**src/rtl/iir_out_buf.sv**
```systemverilog
// Output buffer for the iir filter stage: narrows each y sample to OUT_W bits and queues it in a FWFT FIFO.
// Optional macro IIR_OUT_SAT_EN selects signed saturation; otherwise samples are truncated.
module iir_out_buf #(
  parameter int unsigned IN_W  = 32,
  parameter int unsigned OUT_W = 16,
  parameter int unsigned DEPTH = 8
) (
  input  logic                     clk,
  input  logic                     reset,
  input  logic                     in_valid,
  input  logic [IN_W-1:0]          in_data,
  output logic                     out_valid,
  input  logic                     out_ready,
  output logic [OUT_W-1:0]         out_data,
  output logic [$clog2(DEPTH):0]   count,
  output logic                     sat_flag,
  output logic                     drop_flag,
  input  logic                     clr
);

  localparam int unsigned AW = $clog2(DEPTH);
  localparam int unsigned CW = AW + 1;

  logic [OUT_W-1:0]     mem [DEPTH];
  logic [AW-1:0]        wr_ptr;
  logic [AW-1:0]        rd_ptr;
  logic                 full_c;
  logic                 pop_c;
  logic                 push_c;
  logic                 drop_c;
  logic                 ovf_c;
  logic [IN_W-OUT_W:0]  hi_c;
  logic [OUT_W-1:0]     narrow_c;

  assign full_c    = (count == CW'(DEPTH));
  assign out_valid = (count != '0);
  assign pop_c     = out_valid && out_ready;
  assign push_c    = in_valid && (!full_c || pop_c);
  assign drop_c    = in_valid && full_c && !pop_c;
  assign out_data  = out_valid ? mem[rd_ptr] : '0;

  // Sample fits in OUT_W bits only when all discarded bits equal the new sign bit.
  assign hi_c  = in_data[IN_W-1:OUT_W-1];
  assign ovf_c = !((&hi_c) || !(|hi_c));

`ifdef IIR_OUT_SAT_EN
  logic sat_c;

  always_comb begin
    narrow_c = in_data[OUT_W-1:0];
    if (ovf_c) begin
      narrow_c = in_data[IN_W-1] ? {1'b1, {(OUT_W-1){1'b0}}}
                                 : {1'b0, {(OUT_W-1){1'b1}}};
    end
  end

  assign sat_c = push_c && ovf_c;

  // Sticky clamp flag; a set event in the same cycle overrides clr.
  always_ff @(posedge clk or negedge reset) begin
    if (!reset) begin
      sat_flag <= 1'b0;
    end else begin
      sat_flag <= sat_c || (sat_flag && !clr);
    end
  end
`else
  logic unused_ovf;

  assign narrow_c   = in_data[OUT_W-1:0];
  assign sat_flag   = 1'b0;
  assign unused_ovf = ovf_c;
`endif

  // Sticky overflow flag; a set event in the same cycle overrides clr.
  always_ff @(posedge clk or negedge reset) begin
    if (!reset) begin
      drop_flag <= 1'b0;
    end else begin
      drop_flag <= drop_c || (drop_flag && !clr);
    end
  end

  // Pointers and occupancy; simultaneous push and pop hold count, even when full.
  always_ff @(posedge clk or negedge reset) begin
    if (!reset) begin
      wr_ptr <= '0;
      rd_ptr <= '0;
      count  <= '0;
    end else begin
      if (push_c) begin
        wr_ptr <= wr_ptr + AW'(1);
      end
      if (pop_c) begin
        rd_ptr <= rd_ptr + AW'(1);
      end
      if (push_c && !pop_c) begin
        count <= count + CW'(1);
      end else if (pop_c && !push_c) begin
        count <= count - CW'(1);
      end
    end
  end

  // Storage array needs no reset; occupancy gates visibility.
  always_ff @(posedge clk) begin
    if (push_c) begin
      mem[wr_ptr] <= narrow_c;
    end
  end

endmodule

```
**config.mk**
```make
export PLATFORM = sky130hd
export DESIGN_NAME = iir_out_buf
export DESIGN_NICKNAME = d
export VERILOG_FILES = /design/src/rtl/iir_out_buf.sv
export SDC_FILE = /design/constraint.sdc
export NUM_CORES = 1
export LEC_CHECK = 0
export CORE_MARGIN = 2
export CORE_UTILIZATION = 40
export DETAILED_ROUTE_END_ITERATION = 8
export MAX_ROUTING_LAYER = met4
export PLACE_DENSITY = 0.72
export SYNTH_ARGS = -nofsm -noshare
export SYNTH_HDL_FRONTEND = slang
export SYNTH_SLANG_ARGS = --single-unit
```
**constraint.sdc**
```tcl
create_clock -name clk -period 8.8 [get_ports clk]
set_input_delay 1.76 -clock clk [delete_from_list [all_inputs] [get_ports clk]]
set_output_delay 1.76 -clock clk [all_outputs]
set_load 0.01 [all_outputs]
```
==> impl_metrics.json, run 1 <==
{
  "detailed_place_hpwl_um": 5550,
  "number_of_levels_in_the_clock_h_tree": 4,
  "yosysTopAreaCell": "sky130_fd_sc_hd__edfxtp_1",
  "setup_viol": 0,
  "timing.critical_path.to": "out_data[11]",
  "diodes": 0,
  "power.static_leakage_uw": 0.00219,
  "initial_antenna_violation_count": 0,
  "timing.reg2reg.worst_path_depth": 9,
  "final_antenna_violating_net_count": 0,
  "netlist_instances": 259,
  "r2r_setup_slack_ns": 5.74,
  "main_combinational_cell_family_by_area_after_synthesis": "multiplexers",
  "synth_fa_ha_area_frac": 0.0150,
  "via_count_of_the_first_global_routing_pass": 2857,
  "fin_worst_skew_ns": 0.00826,
  "post_synth_mux_area_share": 0.139,
  "numCtsBuffers": 17,
  "critical_path.slowest_cell": "sky130_fd_sc_hd__dfrtp_2",
  "design.die.area_mm2": 0.0147,
  "placed_area_mm2": 0.00614,
  "synth_xor_xnor_area_share": 0.00958,
  "slew_viol_final": 0,
  "grt_pass1_wl_um": 15500,
  "timing.critical_path.fanout_max": 18,
  "post_cts.repair.setup_buffers": 0,
  "design.core.area_mm2": 0.0133,
  "async_reset_ff_frac": 0.0791,
  "crit_start": "rd_ptr[0]$_DFFE_PN0N_",
  "detail_route.wirelength_um": 9780,
  "synth_cell_types": 33,
  "worst_pin_slew_ns": 0.847,
  "fill_cells": 1039,
  "worst-endpoint-required_ns": 7.04,
  "worst_ir_drop_vdd_mv": 0.213,
  "cts-root-to-sink-buffers": 2,
  "synthTopCellsByCount": "sky130_fd_sc_hd__edfxtp_1 (128), sky130_fd_sc_hd__mux4_2 (32), sky130_fd_sc_hd__a22o_1 (16)",
  "reg2reg_from": "count[0]$_DFFE_PN0P_",
  "gp_congestion": 0.720,
  "synth_top_cell_area_share": 0.700,
  "floorplan.initialDensity": 0.413,
  "timing_worst_setup_path_type": "flop to output pin",
  "layout.cell_area.non_filler_mm2": 0.00669,
  "synth-compound-area-share": 0.0390,
  "num_rows": 42,
  "initialDrtViolationCount": 208,
  "synth.area.top_cells": "sky130_fd_sc_hd__edfxtp_1 (70%), sky130_fd_sc_hd__mux4_2 (13%), sky130_fd_sc_hd__dfrtp_1 (5.0%), sky130_fd_sc_hd__a22o_1 (2.6%), sky130_fd_sc_hd__ha_1 (1.1%)",
  "reg2reg_to": "count[3]$_DFFE_PN0P_",
  "final_core_util": 0.503,
  "post-place-cells": 472,
  "yosys_most_used_dff": "sky130_fd_sc_hd__edfxtp_1",
  "synth-edff-count": 128,
  "tritoncts_clock_tree": "done",
  "timing.critical_path.cells": "buf_4, mux4_2, a22o_1, clkdlybuf4s50_1",
  "final_net_count": 358,
  "min_period_over_period": 0.528,
  "fp.dieW_um": 121,
  "critPathArrivalTime_ns": 2.89,
  "synth_simple_gate_area_share": 0.0258,
  "postCtsHoldBufs": 0,
  "syn_area_per_cell_um2": 21.2,
  "top_level_ports": 60,
  "synthToLayoutAreaGrowth_pct": 21.9,
  "post_cts_resize_count": 0,
  "rsz0062_at_grt": "false",
  "worstSetupStartpointType": "flop",
  "fmaxAchievable_ghz": 0.215,
  "clkSinkCount": 139,
  "post-layout-total-power_uw": 2320,
  "clkTransAtPathRegs_ns": 0.06,
  "yosysSeqAreaShare": 0.751,
  "insertion_delay_of_the_later_clocked_pin_in_the_worst_skew_pair_ns": 0.40,
  "synth_seq_cells": 139,
  "yosys.cell_count.top_type": "sky130_fd_sc_hd__edfxtp_1",
  "syn-num-nets": 302,
  "drt-wirelength-per-cell_um": 19.4,
  "ys.warnings.count": 0,
  "powerDensity_mw_per_mm2": 347,
  "final.setup.tns_ns": 0,
  "finish.cell_count_without_fillers": 504,
  "drc_errors": 0,
  "critical_path.endpoint_type": "output pin",
  "max_slew_margin": 0.435,
  "cts.root.buffer_cell": "sky130_fd_sc_hd__clkbuf_16",
  "die_height_um": 121,
  "globalRouteTotalUtil": 0.150,
  "routed-via-count": 2621,
  "grt_start_max_net_pins": 35,
  "overflow_after_grt": 0,
  "max_cap_violations": 0,
  "critical_path.max_stage_delay_ns": 0.73,
  "final_period_minus_worst_setup_slack_ns": 4.65,
  "route.detailed.vias_per_inst": 5.20,
  "drive_above_1_share": 0.259,
  "status": "finished clean",
  "timing.hold.worst.class": "flop to flop",
  "hold_viol": 0,
  "synth_area_mm2": 0.00549,
  "buffer_ports.inserted": 42,
  "firstDrtPassIters": 4
}
where the power goes:
| group | switching [uW] | internal (uW) |
|---|---|---|
| registers | 106 | 839 |
| logic | 315 | 412 |
| clock network | 281 | 370 |
| total | 703 | 1620 |
cell families after synthesis:
| group | after synthesis |
|---|---|
| AOI/OAI and AO/OA | 26 |
| xor gates and xnor gates | 6 |
| adders and majority gates | 6 |
| buffers and inverters | 19 |
| DFF | 139 |
| muxes | 36 |
| other | 1 |
| and+or+nand+nor | 26 |
critical path: cells and delay by family, from the launching register on:
family          cells  cell delay [ns]
buf+inv             2             0.93
flops               1             0.73
mux                 1             0.56
compound gates      1             0.26
sequential cells by signal (all words and copies together) (netlist names):
name       flops
mem          128
drop_flag      1
rd_ptr         3
wr_ptr         3
count          4
per-stage QoR:
step | worst slack [ns] | hold WS, ns
floorplan | 4.76 | 0.467
global placement | 4.34 | 0.480
detailed placement | 4.24 | 0.504
CTS | 4.04 | 0.515
global route | 3.96 | 0.537
finish | 4.15 | 0.513
final cells by class:
class	count	area, um^2	area share
Inverter	4	15.0	0.00224
Clock inverter	14	124	0.0185
Timing Repair Buffer	52	495	0.0741
Clock buffer	18	429	0.0641
Sequential cell	139	4120	0.616
Tap cell	176	220	0.0329
Multi-Input combinational cell	101	1280	0.192
layout by cell type, fill, tap and decap left out, types with 4 or more instances in the layout:
master,netlist,layout
sky130_fd_sc_hd__ha_1,5,5
sky130_fd_sc_hd__clkbuf_16,0,17
sky130_fd_sc_hd__xnor2_1,6,6
sky130_fd_sc_hd__dfrtp_1,11,9
sky130_fd_sc_hd__inv_6,0,6
sky130_fd_sc_hd__nor3_2,0,4
sky130_fd_sc_hd__inv_1,4,4
sky130_fd_sc_hd__clkdlybuf4s50_1,0,42
sky130_fd_sc_hd__nand2_1,4,4
sky130_fd_sc_hd__edfxtp_1,128,128
sky130_fd_sc_hd__mux4_2,32,32
sky130_fd_sc_hd__buf_4,1,10
sky130_fd_sc_hd__a22o_1,16,16
sky130_fd_sc_hd__o211ai_1,4,4
per-layer routing:
metal | global-route usage | wire, um
met3 | 0.0352 | 474
met4 | 0.0496 | 60
met2 | 0.243 | 5000
met1 | 0.188 | 4250
met5 | - | 0
worst min-delay path by stage:
stage | startpoint | to | slack (ns) | cells past startpoint
2_1_floorplan | rd_ptr[2]$_DFFE_PN0N_ | rd_ptr[2]$_DFFE_PN0N_ | 0.47 | 1
3_3_place_gp | rd_ptr[2]$_DFFE_PN0N_ | rd_ptr[2]$_DFFE_PN0N_ | 0.48 | 1
3_5_place_dp | rd_ptr[2]$_DFFE_PN0N_ | rd_ptr[2]$_DFFE_PN0N_ | 0.50 | 1
4_1_cts | rd_ptr[2]$_DFFE_PN0N_ | rd_ptr[2]$_DFFE_PN0N_ | 0.52 | 1
5_1_grt | rd_ptr[2]$_DFFE_PN0N_ | rd_ptr[2]$_DFFE_PN0N_ | 0.54 | 1
6_report | rd_ptr[2]$_DFFE_PN0N_ | rd_ptr[2]$_DFFE_PN0N_ | 0.51 | 1
(Power assumes the default switching activity.)
==> run 2, diff against run 1 <==
==> constraint.sdc (replaced) <==
create_clock -name clk -period 4.5 [get_ports clk]
set_input_delay 0.9 -clock clk [delete_from_list [all_inputs] [get_ports clk]]
set_output_delay 0.9 -clock clk [all_outputs]
set_load 0.01 [all_outputs]
==> run 2 against run 1 <==
  * Sequential cell count is the same
  * Critical path depth is the same
  * Non-clock buffer count grew 1
  * Register-to-register slack lost 4.3 ns
  * Sequential share of layout area shrank 0.84 points
  * Worst hold slack lost 0.0037 ns
  * Count of clock-buffer cells in the layout shrank 1
  * First-iteration DRC count grew 3.4%
  * Largest cell class unchanged
  * Global-route usage grew 0.80 points
  * Highest routed layer unchanged
  * Worst setup slack lost 3.2 ns
  * Largest power group unchanged
  * Clock power grew 130%
  * Design area grew 1.3%
==> impl_metrics.json, run 2 (same netlist as run 1, synthesis figures left out) <==
{
  "initialDrtViolationCount": 215,
  "overflow_after_grt": 0,
  "numCtsBuffers": 17,
  "max_cap_violations": 0,
  "setup_viol": 0,
  "buffer_ports.inserted": 42,
  "via_count_of_the_first_global_routing_pass": 2896,
  "gp_congestion": 0.739,
  "die_height_um": 121,
  "worst_pin_slew_ns": 0.552,
  "final_period_minus_worst_setup_slack_ns": 3.57,
  "fmaxAchievable_ghz": 0.280,
  "tritoncts_clock_tree": "done",
  "fp.dieW_um": 121,
  "commonest_cells_after_routing_fill_and_taps_aside": "sky130_fd_sc_hd__edfxtp_1 (128), sky130_fd_sc_hd__clkdlybuf4s50_1 (42), sky130_fd_sc_hd__mux4_2 (32), sky130_fd_sc_hd__clkbuf_16 (17), sky130_fd_sc_hd__a22o_1 (16)",
  "timing.hold.worst.class": "flop to flop",
  "r2r_setup_slack_ns": 1.48,
  "slew_viol_final": 0,
  "postCtsHoldBufs": 0,
  "final_antenna_violating_net_count": 0,
  "timing.final.ws_setup_ns": 0.930,
  "initial_antenna_violation_count": 0,
  "drt-wirelength-per-cell_um": 20.0,
  "cts.root.buffer_cell": "sky130_fd_sc_hd__clkbuf_16",
  "powerDensity_mw_per_mm2": 702,
  "power.static_leakage_uw": 0.00224,
  "cts-root-to-sink-buffers": 2,
  "worst_ir_drop_vdd_mv": 0.382,
  "final.setup.tns_ns": 0,
  "floorplan.initialDensity": 0.413,
  "largest_registers_in_the_final_layout": "mem: 128 flops, count: 4 flops",
  "detailed_place_hpwl_um": 5610,
  "largest_register": "mem",
  "min_period_over_period": 0.793,
  "max_slew_margin": 0.631,
  "drive_above_1_share": 0.248,
  "timing.reg2reg.worst_path_depth": 9,
  "final_common_cell": "sky130_fd_sc_hd__edfxtp_1",
  "worst-endpoint-required_ns": 3.60,
  "post_cts.repair.setup_buffers": 0,
  "synthToLayoutAreaGrowth_pct": 23.6,
  "timing.critical_path.fanout_max": 20,
  "timing_worst_setup_path_type": "flop to output pin",
  "rsz0062_at_grt": "false",
  "globalRouteTotalUtil": 0.158,
  "cell_depth_of_the_worst_min_delay_path": 1,
  "clkSinkCount": 139,
  "clkTransAtPathRegs_ns": 0.05,
  "drc_errors": 0,
  "final_net_count": 359,
  "top_level_ports": 60,
  "detail_route.wirelength_um": 10100,
  "post_cts_resize_count": 0,
  "design.core.area_mm2": 0.0133,
  "dp_slack_ns": 0.804,
  "critical_path.endpoint_type": "output pin",
  "diodes": 0,
  "critPathArrivalTime_ns": 2.67,
  "grt_pass1_wl_um": 16300,
  "route.detailed.vias_per_inst": 5.25,
  "fin_worst_skew_ns": 0.00642,
  "hold_viol": 0,
  "status": "finished clean",
  "insertion_delay_of_the_later_clocked_pin_in_the_worst_skew_pair_ns": 0.41,
  "number_of_levels_in_the_clock_h_tree": 4,
  "largest_reg_flops": 128,
  "num_rows": 42,
  "design.die.area_mm2": 0.0147,
  "firstDrtPassIters": 4,
  "grt_start_max_net_pins": 33,
  "routed-via-count": 2642,
  "worstSetupStartpointType": "flop"
}
run 2: changes by cell type in the layout (fill, tap and decap cells not counted), sizes merged:
cell / change
buf: +1
clkinv: +1
clkbuf: -1
inv: -6
clkinvlp: -1
bufinv: +5
run 2: where the power goes:
| part | internal [uW] | switching [uW] |
|---|---|---|
| sequential | 1640 | 142 |
| combinational | 823 | 687 |
| clock | 972 | 493 |
run 2: final timing paths:
kind,startpoint,end
worst max-delay path,rd_ptr[0]$_DFFE_PN0N_,out_data[11]
worst min-delay path,rd_ptr[2]$_DFFE_PN0N_,rd_ptr[2]$_DFFE_PN0N_
worst max register to register,count[0]$_DFFE_PN0P_,count[3]$_DFFE_PN0P_
worst min register to register,rd_ptr[2]$_DFFE_PN0N_,rd_ptr[2]$_DFFE_PN0N_
max in group asynchronous,reset,rd_ptr[0]$_DFFE_PN0N_
min in group asynchronous,reset,count[0]$_DFFE_PN0P_
run 2: final cells by class:
| cell class | instances | area, um^2 |
|---|---|---|
| fillers | 1045 | 6520 |
| multi-input cells | 101 | 1280 |
| clock inverters | 13 | 199 |
| clock buffers | 17 | 425 |
| repair buffers | 53 | 515 |
| flip-flops and latches | 139 | 4120 |
| inverters | 4 | 15.0 |
| well taps | 176 | 220 |
run 2: per-layer routing:
metal,global-route usage,vias to the layer above,wire (um)
met5,-,-,0
met4,0.0582,0,119
met3,0.0395,15,456
met2,0.247,74,5190
met1,0.202,1365,4310
li1,-,1188,-
run 2: stage by stage:
stage	hold WS (ns)	cell area [um^2]	power, uW	util	std cells
after detailed placement	0.493	6160	3350	0.463	473
after global routing	0.532	6780	5000	0.510	503
after floorplan	0.467	5490	2750	-	259
final	0.510	6780	4760	0.510	503
after CTS	0.514	6780	4830	0.510	503
after global placement	0.482	6160	3300	0.463	473
run 2: critical path: stages, from the launching register on:
cell and delay [ns]:
sky130_fd_sc_hd__dfrtp_2 0.71, sky130_fd_sc_hd__buf_12 0.28, sky130_fd_sc_hd__mux4_2 0.54, sky130_fd_sc_hd__a22o_1 0.26
sky130_fd_sc_hd__clkdlybuf4s50_1 0.48
==> run 3, diff against run 2 <==
==> constraint.sdc (replaced) <==
create_clock -name clk -period 3.5 [get_ports clk]
set_input_delay 0.7 -clock clk [delete_from_list [all_inputs] [get_ports clk]]
set_output_delay 0.7 -clock clk [all_outputs]
set_load 0.01 [all_outputs]
==> run 3 against run 2 <==
  * Sequential power grew 26%
  * First-iteration DRC count decreased by 35%
  * Die area is the same
  * Register-to-register slack worse by 0.92 ns
  * Non-clock buffer count increased by 2
  * Combinational power up 33%
  * Sequential cell count did not move
  * Critical path depth grew 1
  * Global-route usage decreased by 0.43 points
  * Wire length decreased by 1.5%
  * Largest cell class unchanged
  * Largest power group unchanged
==> impl_metrics.json, run 3 (same netlist as run 1, synthesis figures left out) <==
{
  "final_antenna_violating_net_count": 0,
  "gp_congestion": 0.692,
  "commonest_cells_after_routing_fill_and_taps_aside": "sky130_fd_sc_hd__edfxtp_1 (128), sky130_fd_sc_hd__clkdlybuf4s50_1 (42), sky130_fd_sc_hd__mux4_2 (32), sky130_fd_sc_hd__clkbuf_16 (17), sky130_fd_sc_hd__a22o_1 (16)",
  "final_core_util": 0.508,
  "setup_viol": 0,
  "top_level_ports": 60,
  "worstSetupStartpointType": "flop",
  "overflow_after_grt": 0,
  "tritoncts_clock_tree": "done",
  "die_height_um": 121,
  "max_slew_margin": 0.663,
  "largest_registers_in_the_final_layout": "mem: 128 flops, count: 4 flops",
  "detailed_place_hpwl_um": 5690,
  "post_cts_resize_count": 0,
  "largest_register": "mem",
  "buffer_ports.inserted": 42,
  "fp.dieW_um": 121,
  "power.static_leakage_uw": 0.00222,
  "finish.cell_count_without_fillers": 507,
  "placed_area_mm2": 0.00617,
  "layout.cell_area.non_filler_mm2": 0.00675,
  "final.setup.tns_ns": 0,
  "timing_worst_setup_path_type": "flop to output pin",
  "final_common_cell": "sky130_fd_sc_hd__edfxtp_1",
  "cts.root.buffer_cell": "sky130_fd_sc_hd__clkbuf_16",
  "hold_viol": 0,
  "clkTransAtPathRegs_ns": 0.06,
  "fill_cells": 1036,
  "rsz0062_at_grt": "false",
  "slew_viol_final": 0,
  "fmaxAchievable_ghz": 0.296,
  "design.core.area_mm2": 0.0133,
  "initialDrtViolationCount": 139,
  "routed-via-count": 2653,
  "powerDensity_mw_per_mm2": 883,
  "worst_pin_slew_ns": 0.504,
  "drc_errors": 0,
  "grt_pass1_wl_um": 15700,
  "num_rows": 42,
  "postCtsHoldBufs": 0,
  "drive_above_1_share": 0.260,
  "post_cts.repair.setup_buffers": 0,
  "post-layout-total-power_uw": 5960,
  "grt_start_max_net_pins": 33,
  "detail_route.wirelength_um": 9920,
  "timing.critical_path.fanout_max": 16,
  "cts-root-to-sink-buffers": 2,
  "status": "finished clean",
  "via_count_of_the_first_global_routing_pass": 2942,
  "route.detailed.vias_per_inst": 5.23,
  "max_cap_violations": 0,
  "worst_ir_drop_vdd_mv": 0.491,
  "floorplan.initialDensity": 0.413,
  "insertion_delay_of_the_later_clocked_pin_in_the_worst_skew_pair_ns": 0.41,
  "initial_antenna_violation_count": 0,
  "critPathArrivalTime_ns": 2.68,
  "diodes": 0,
  "final_period_minus_worst_setup_slack_ns": 3.38,
  "drt-wirelength-per-cell_um": 19.6,
  "firstDrtPassIters": 4,
  "post-place-cells": 475,
  "worst-endpoint-required_ns": 2.80,
  "critical_path.endpoint_type": "output pin",
  "fin_worst_skew_ns": 0.0112,
  "clkSinkCount": 139,
  "min_period_over_period": 0.966,
  "synthToLayoutAreaGrowth_pct": 23.0,
  "final_net_count": 361,
  "globalRouteTotalUtil": 0.153,
  "timing.hold.worst.class": "flop to flop",
  "numCtsBuffers": 17,
  "design.die.area_mm2": 0.0147,
  "largest_reg_flops": 128,
  "number_of_levels_in_the_clock_h_tree": 4
}
==> run 3: changes by cell type in the layout (fill, tap and decap cells not counted) <==
cell / delta
sky130_fd_sc_hd__buf_4: +2
sky130_fd_sc_hd__bufinv_16: -3
sky130_fd_sc_hd__clkinv_1: -1
sky130_fd_sc_hd__clkinv_2: +1
sky130_fd_sc_hd__clkinv_4: +6
sky130_fd_sc_hd__clkinvlp_4: +1
sky130_fd_sc_hd__inv_6: -2
==> run 3: where the power goes <==
group | total, uW | leakage (uW) | switching [uW] | internal (uW)
Sequential | 2250 | 0.00129 | 134 | 2110
Clock | 1700 | 0.000274 | 657 | 1040
Combinational | 2010 | 0.000656 | 942 | 1070
Total | 5960 | 0.00222 | 1730 | 4230
==> run 3: per-layer routing <==
metal  global-route usage  part of all wire  vias to the layer above
li1                     -                 -                     1199
met1                0.195              0.44                     1389
met2                0.241              0.51                       55
met3               0.0390             0.044                       10
met4               0.0560             0.012                        0
met5                    -                 0                        -
==> run 3: final timing paths <==
kind                       slack (ns)             startpoint                    end  depth (start not counted)
max                              0.12   count[3]$_DFFE_PN0P_           out_data[14]                          5
min                              0.51  rd_ptr[2]$_DFFE_PN0N_  rd_ptr[2]$_DFFE_PN0N_                          1
max reg2reg                      0.56   count[3]$_DFFE_PN0P_   count[3]$_DFFE_PN0P_                          8
min reg2reg                      0.51  rd_ptr[2]$_DFFE_PN0N_  rd_ptr[2]$_DFFE_PN0N_                          1
max in group asynchronous        2.50                  reset  rd_ptr[0]$_DFFE_PN0N_                          1
min in group asynchronous        0.62                  reset    drop_flag$_DFF_PN0_                          1
==> run 3: layout make-up <==
class	count	area, um^2	share of cell area
inverter	4	15.0	0.00222
clock buffer	17	425	0.0630
timing repair buffer	55	531	0.0786
multi-input combinational	101	1280	0.190
sequential	139	4120	0.610
clock inverter	15	153	0.0226
tap	176	220	0.0326
==> run 3: worst max-delay path, stage by stage, from the launching register on <==
cell and delay, ns:
sky130_fd_sc_hd__dfrtp_1 0.44, sky130_fd_sc_hd__or4_1 0.67, sky130_fd_sc_hd__nor2b_1 0.19, sky130_fd_sc_hd__buf_4 0.22
sky130_fd_sc_hd__a22o_1 0.27, sky130_fd_sc_hd__clkdlybuf4s50_1 0.48
==> run 3: per-stage QoR <==
step	setup WS [ns]	hold WS, ns
after floorplan	0.518	0.404
after global placement	0.387	0.480
after detailed placement	0.299	0.503
after CTS	0.109	0.511
after global routing	0.0408	0.551
final	0.120	0.512
